## src/rtl/pcie_phy_sram_boot_loader.sv

```systemverilog
`default_nettype none
// ============================================================================
// Module   : pcie_phy_sram_boot_loader
// Purpose  : Copies a firmware image from the external PHY ROM into the PHY
//            SRAM after start and keeps a running checksum. Once the copy is
//            done, PHY SRAM accesses are passed straight through to the memory.
//            Until then, PHY accesses are blocked.
// Ports    : phy0_sram_clk / phy0_sram_rst_n - clock, sync active-low reset
//            ld_start, ld_bypass           - start a load / skip the copy
//            rom_addr, rom_rd_data         - ROM read port (1-cycle latency)
//            phy_sram_*                    - PHY-side SRAM port
//            mem_sram_*                    - single-port SRAM port
//            ld_busy, sram_ext_ld_done     - LOAD / DONE status
//            ld_checksum                   - mod-2^WD_RAM sum of loaded words
// Revision : 1.0 - initial release
// ============================================================================
module pcie_phy_sram_boot_loader #(
    parameter int WD_RAM     = 16,
    parameter int PW_RAM     = 15,
    parameter int DP_RAM     = 32768,
    parameter int LOAD_WORDS = 32768
) (
    input  logic              phy0_sram_clk,
    input  logic              phy0_sram_rst_n,
    input  logic              ld_start,
    input  logic              ld_bypass,
    output logic [PW_RAM-1:0] rom_addr,
    input  logic [WD_RAM-1:0] rom_rd_data,
    input  logic [PW_RAM-1:0] phy_sram_addr,
    input  logic              phy_sram_rd_en,
    input  logic              phy_sram_wr_en,
    input  logic [WD_RAM-1:0] phy_sram_wr_data,
    output logic [WD_RAM-1:0] phy_sram_rd_data,
    output logic [PW_RAM-1:0] mem_sram_addr,
    output logic              mem_sram_rd_en,
    output logic              mem_sram_wr_en,
    output logic [WD_RAM-1:0] mem_sram_wr_data,
    input  logic [WD_RAM-1:0] mem_sram_rd_data,
    output logic              ld_busy,
    output logic              sram_ext_ld_done,
    output logic [WD_RAM-1:0] ld_checksum
);

    // Out-of-range word counts are clamped into 1..DP_RAM.
    localparam int c_words = (LOAD_WORDS < 1)      ? 1 :
                             (LOAD_WORDS > DP_RAM) ? DP_RAM : LOAD_WORDS;
    // One extra bit so a full-depth load can be counted without wrapping.
    localparam logic [PW_RAM:0] c_load_words = c_words[PW_RAM:0];
    localparam logic [PW_RAM:0] c_cnt_one    = {{PW_RAM{1'b0}}, 1'b1};

    typedef enum logic [1:0] {
        S_IDLE = 2'd0,
        S_LOAD = 2'd1,
        S_DONE = 2'd2
    } state_t;

    state_t            r_state;
    logic [PW_RAM:0]   r_cnt;       // ROM reads issued so far
    logic [PW_RAM-1:0] r_rom_addr;
    logic              r_rd_vld;    // rom_addr carries a valid read this cycle
    logic              r_wr_en;     // ROM data for r_wr_addr arrives this cycle
    logic [PW_RAM-1:0] r_wr_addr;
    logic [WD_RAM-1:0] r_checksum;
    logic              r_busy;
    logic              r_done;

    always_ff @(posedge phy0_sram_clk) begin
        if (!phy0_sram_rst_n) begin
            r_state    <= S_IDLE;
            r_cnt      <= '0;
            r_rom_addr <= '0;
            r_rd_vld   <= 1'b0;
            r_wr_en    <= 1'b0;
            r_wr_addr  <= '0;
            r_checksum <= '0;
            r_busy     <= 1'b0;
            r_done     <= 1'b0;
        end else begin
            case (r_state)
                S_IDLE, S_DONE: begin
                    if (ld_start) begin
                        if (!ld_bypass) begin
                            // First ROM read goes out in the cycle after start.
                            r_state    <= S_LOAD;
                            r_busy     <= 1'b1;
                            r_done     <= 1'b0;
                            r_checksum <= '0;
                            r_rom_addr <= '0;
                            r_rd_vld   <= 1'b1;
                            r_cnt      <= c_cnt_one;
                        end else begin
                            // Bypass keeps whatever checksum is already held.
                            r_state <= S_DONE;
                            r_done  <= 1'b1;
                        end
                    end
                end
                S_LOAD: begin
                    // Address is delayed one stage to meet the ROM data.
                    r_wr_en   <= r_rd_vld;
                    r_wr_addr <= r_rom_addr;
                    if (r_wr_en) begin
                        r_checksum <= r_checksum + rom_rd_data;
                    end
                    if (r_cnt < c_load_words) begin
                        r_rom_addr <= r_cnt[PW_RAM-1:0];
                        r_cnt      <= r_cnt + c_cnt_one;
                        r_rd_vld   <= 1'b1;
                    end else begin
                        r_rom_addr <= '0;
                        r_rd_vld   <= 1'b0;
                    end
                    // Write in flight with no read behind it is the last one.
                    if (r_wr_en && !r_rd_vld) begin
                        r_state <= S_DONE;
                        r_busy  <= 1'b0;
                        r_done  <= 1'b1;
                    end
                end
                default: begin
                    r_state <= S_IDLE;
                end
            endcase
        end
    end

    // Loader owns the memory port until DONE; afterwards the PHY drives it.
    // The loader port is forced to zero whenever no loader write is active.
    assign mem_sram_addr    = r_done ? phy_sram_addr    :
                              (r_wr_en ? r_wr_addr : '0);
    assign mem_sram_rd_en   = r_done ? phy_sram_rd_en   : 1'b0;
    assign mem_sram_wr_en   = r_done ? phy_sram_wr_en   : r_wr_en;
    assign mem_sram_wr_data = r_done ? phy_sram_wr_data :
                              (r_wr_en ? rom_rd_data : '0);
    assign phy_sram_rd_data = r_done ? mem_sram_rd_data : '0;

    assign rom_addr         = r_rom_addr;
    assign ld_busy          = r_busy;
    assign sram_ext_ld_done = r_done;
    assign ld_checksum      = r_checksum;

endmodule
`default_nettype wire

```

## config.mk

```make
export PLATFORM = sky130hd
export DESIGN_NAME = pcie_phy_sram_boot_loader
export DESIGN_NICKNAME = d
export VERILOG_FILES = /design/src/rtl/pcie_phy_sram_boot_loader.sv
export SDC_FILE = /design/constraint.sdc
export NUM_CORES = 1
export LEC_CHECK = 0
export CAP_MARGIN = 10
export CORE_AREA = 4 4 111 113
export CTS_CLUSTER_DIAMETER = 100
export DETAILED_ROUTE_END_ITERATION = 6
export DIE_AREA = 0 0 115 117
export MAX_ROUTING_LAYER = met4
export PLACE_DENSITY = 0.71
export SYNTH_ARGS = -nofsm -noshare
export SYNTH_HDL_FRONTEND = slang
export SYNTH_SLANG_ARGS = --single-unit
```

## constraint.sdc

```tcl
create_clock -name phy0_sram_clk -period 2.36 [get_ports phy0_sram_clk]
set_input_delay 0.472 -clock phy0_sram_clk [delete_from_list [all_inputs] [get_ports phy0_sram_clk]]
set_output_delay 0.472 -clock phy0_sram_clk [all_outputs]
set_load 0.05 [all_outputs]
```

==> summary.md <==
| Metric | Value |
|---|---|
| Status | complete, no violations |
| Cells on worst reg2reg path | 8 |
| DR top layer | met4 |
| Logic gate share of total power | around a quarter |
| Place WS | -0.628 ns |
| Initial antenna violation count | 0 |
| Total Routed Length | approximately 13000 microns |
| Area share of the leading cell type in the synthesized netlist | about a third |
| Min Tclk post-route | roughly 2.3 ns |
| GRT Total Usage | 18.3% |
| Unrepaired setup endpoints after global routing | true |
| Tcrit/Tclk final | a little over nine tenths |
| CP Capture Type | flop |
| Cell Int Power | 2.25 mW |
| Post-synthesis sequential area ratio | around a third |
| Row count | 39 |
| CP max FO | 3 |
| Yosys warnings | 0 |
| Commonest cells in the netlist | nand2_1, dfxtp_1, o21ai_0, clkbuf_1, nor2b_1 |
| Clock Skews | roughly 0.0042 ns |
| Worst path top cell family by delay | compound AO/OA/AOI/OAI gates |
| Hpwl dp | just under 10000 microns |
| Hold Startpoint | r_wr_addr[9]$_SDFFE_PN0P_ |
| Setup WS post-layout | between 0.03 and 0.04 ns |
| Hold path endpoint | r_wr_addr[9]$_SDFFE_PN0P_ |
| PD cells | roughly 460 nW/um^2 |
| Buf/Inv on CP | 1 |
| Met3 wire length | around 800 microns |
| Worst-Margin Slew | 0.958 ns |
| Min-Delay Path Class | reg2reg |
| Slew margin rel. | 35.9% |
| Number of flops mapped to enable cells by yosys | 0 |
| Initial core utilization | about a third |
| Max-Cap Viols | 0 |
| Grt total ovfl | 0 |
| Area of the mapped netlist | around 3900 sq um |
| Vias | between 4000 and 5000 |
| Clock network power share | between 30% and 40% |
| Slew Limit Fails | 0 |
| Non-filler instance count after layout | a little over 800 |
| Total leakage power | between 2 and 3 nW |
| Hold Slack | around 0.46 ns |
| Largest net degree at the start of global routing | approximately 50 |
| Synth top area cells | dfxtp_1, nand2_1, ha_1 |
| I/O pin count | roughly 150 |
| Core ar. | 11300 sq um |
| TritonCTS clock tree | yes |
| Net Count, Synth | 569 |
| Seq pwr share | around 38% |
| Area delta synth->final | 74.8% |
| Crit path required time | between 2 and 3 ns |
| Hold path depth | 2 |
| Final-stage net count | about 760 |
| ANT cells | 0 |
| Setup violations, final | 0 |
| WL per Instance | 15.3 microns |
| Dpl cells | between 800 and 900 |
| Detail Route Antenna Nets | 0 |
| Async S/R FF share, synth | 0% |
| H-tree depth | 3 |
| Net Switching | roughly 890 uW |
| Startpoint Class | input pin |
| Total power after layout | around 3.1 mW |
| Bufs on Longest Clock Path | 2 |
| #FFs+latches synth | between 60 and 70 |
| IO Port Bufs | 150 |
| VDD IR max | 0.417 mV |
| Post-CTS Hold Buffers | 0 |
| Number of global-route vias before repair | between 3000 and 4000 |
| Slowest-stage cell, CP | clkdlybuf4s50_1 |
| CP Data Arrival Time | 2.54 ns |
| Most numerous cell in the Yosys netlist | nand2_1 |
| Total die area | ~13000 sq um |
| Met1 WL | 5460 microns |
| Die width | 115 microns |
| DR iter-0 viols | 174 |
| Worst-skew pair later-pin latency | roughly 0.32 ns |
| Worst-path cell chain | clkdlybuf4s50_1 > ha_1 > a21oi_2 > o21ai_2 > a221o_1 > or3_1 > a32o_1 |
| Num CTS Buffers | 9 |
| Post-Synthesis Cells | just under 500 |
| Distinct cells, synth | 53 |
| R2R Path Start | ld_checksum[0]$_SDFFE_PN0P_ |
| Reg-to-Reg End | ld_checksum[14]$_SDFFE_PN0P_ |
| WL met2 | roughly 6200 microns |
| Crit Path Category | in2reg |
| DRC | 0 |
| Final Hold Viols | 0 |
| Top_reg_cell synth | dfxtp_1 |
| Clock sinks | between 60 and 70 |
| Initial DRT Pass Iterations | 5 |
| GPL Wtd Cong | 0.872 |
| Worst reg2reg setup slack | ~0.21 ns |
| Critical Path Max Stage Delay | around 0.43 ns |
| Sw frac | roughly 28% |
| Mean area per synthesized cell | between 8 and 9 sq um |
| Fraction of layout cells with a size suffix above 1 | around a fifth |
| Fmax | approximately 0.43 GHz |
| Die height | roughly 120 microns |
| First-pass GRT wire length | about 19000 microns |
| Vias/cell | between 5 and 6 |
| Root buf cell | clkbuf_16 |
| Biggest area consumer among synthesized cells | dfxtp_1 |
| Clock slew at reported path FFs | 0.05 ns |
## placed cells by master, fill, tap and decap left out, types with 3 or more instances in the layout
cell / instances
nand2_1: 87
xor2_1: 5
buf_12: 49
clkdlybuf4s50_1: 97
nor4_1: 5
ha_4: 5
xnor2_1: 9
clkbuf_16: 9
a21oi_1: 15
a21o_1: 7
ha_1: 10
a21boi_0: 21
or3_1: 11
nand3_1: 4
o21a_1: 4
nor2b_1: 22
dlymetal6s2s_1: 3
o21ai_1: 6
buf_4: 54
dfxtp_1: 66
o21ai_0: 31
nor2_1: 22
inv_1: 11
a22o_1: 16
a21oi_2: 3
a32o_1: 5
a22oi_1: 19
nor3_1: 5
and2_1: 21
nand4_1: 3
## stage by stage
step | TNS, ns | area (sq um) | utilization [%]
finish | 0 | 6800 | 60.1
CTS | -0.00668 | 6690 | 59.1
floorplan | -1.12 | 3890 | -
global route | -0.0473 | 6800 | 60.1
detailed placement | -4.31 | 6360 | 56.2
global placement | -3.05 | 6360 | 56.2
## power by group through the flow
stage,clock network (mW),registers (mW),logic (mW)
6_report,1.14,1.18,0.822
5_1_grt,1.21,1.18,0.867
4_1_cts,1.15,1.18,0.820
3_5_place_dp,0,1.20,0.811
3_3_place_gp,0,1.20,0.804
2_1_floorplan,0,1.21,0.364
## layer usage
layer	track usage [%]	vias to the layer above
met5	-	-
met2	29.8	153
met3	2.88	8
met1	23.6	1943
li1	-	2117
met4	5.24	0
## registers in the layout, indices dropped and copies added (netlist names)
name / flops
r_rd_vld: 1
ld_checksum: 16
r_wr_en: 1
r_wr_addr: 15
ld_busy: 1
r_cnt: 16
rom_addr: 15
r_state: 2
sram_ext_ld_done: 1
## kinds of logic (layout without fill, tap and decap cells)
logic type               Yosys count  after routing  synth area share [%]
adder cells (fa/ha/maj)           17             17                  5.66
AND/OR/NAND/NOR                  193            193                  24.6
multiplexers                       1              1                 0.257
XOR/XNOR                          14             14                  3.15
AO/OA/AOI/OAI                    152            152                  27.7
flip-flops                        68             68                  35.0
buffers and inverters             38            229                  3.67
## worst register-to-register path: stages (launching register included)
cell	delay (ns)
dfxtp_2	0.34
ha_2	0.17
inv_1	0.05
fa_2	0.38
nor2b_4	0.16
o2111ai_4	0.18
a2111oi_4	0.38
o21ai_1	0.10
a32o_1	0.26
## repair_timing
| item | in CTS | in global routing |
|---|---|---|
| pin swaps | 4 | 7 |
| buffers inserted | 1 | 1 |
| endpoints found under the setup margin | 6 | 7 |
| gates resized for setup | 19 | 16 |
| cloned | 0 | 0 |
## area by class of cell
class	count	area, sq um
flip-flops and latches	68	1360
clock buffers	10	229
multi-input cells	377	2550
inverters	11	41.3
fillers	983	4520
repair buffers	205	2410
clock inverters	3	17.5
well taps	143	179
## worst max path at each step
stage	from	endpoint	slack [ns]	depth (start not counted)
after detailed placement	rom_rd_data[0]	ld_checksum[14]$_SDFFE_PN0P_	-0.63	9
after global placement	rom_rd_data[0]	ld_checksum[14]$_SDFFE_PN0P_	-0.52	9
after CTS	rom_rd_data[7]	ld_checksum[14]$_SDFFE_PN0P_	-0.007	7
final	rom_rd_data[7]	ld_checksum[14]$_SDFFE_PN0P_	0.04	7
after global routing	rom_rd_data[7]	ld_checksum[14]$_SDFFE_PN0P_	-0.03	7
after floorplan	sram_ext_ld_done$_SDFFE_PN0P_	mem_sram_addr[10]	-0.14	3
No activity file was read; power rests on OpenSTA's default activity.
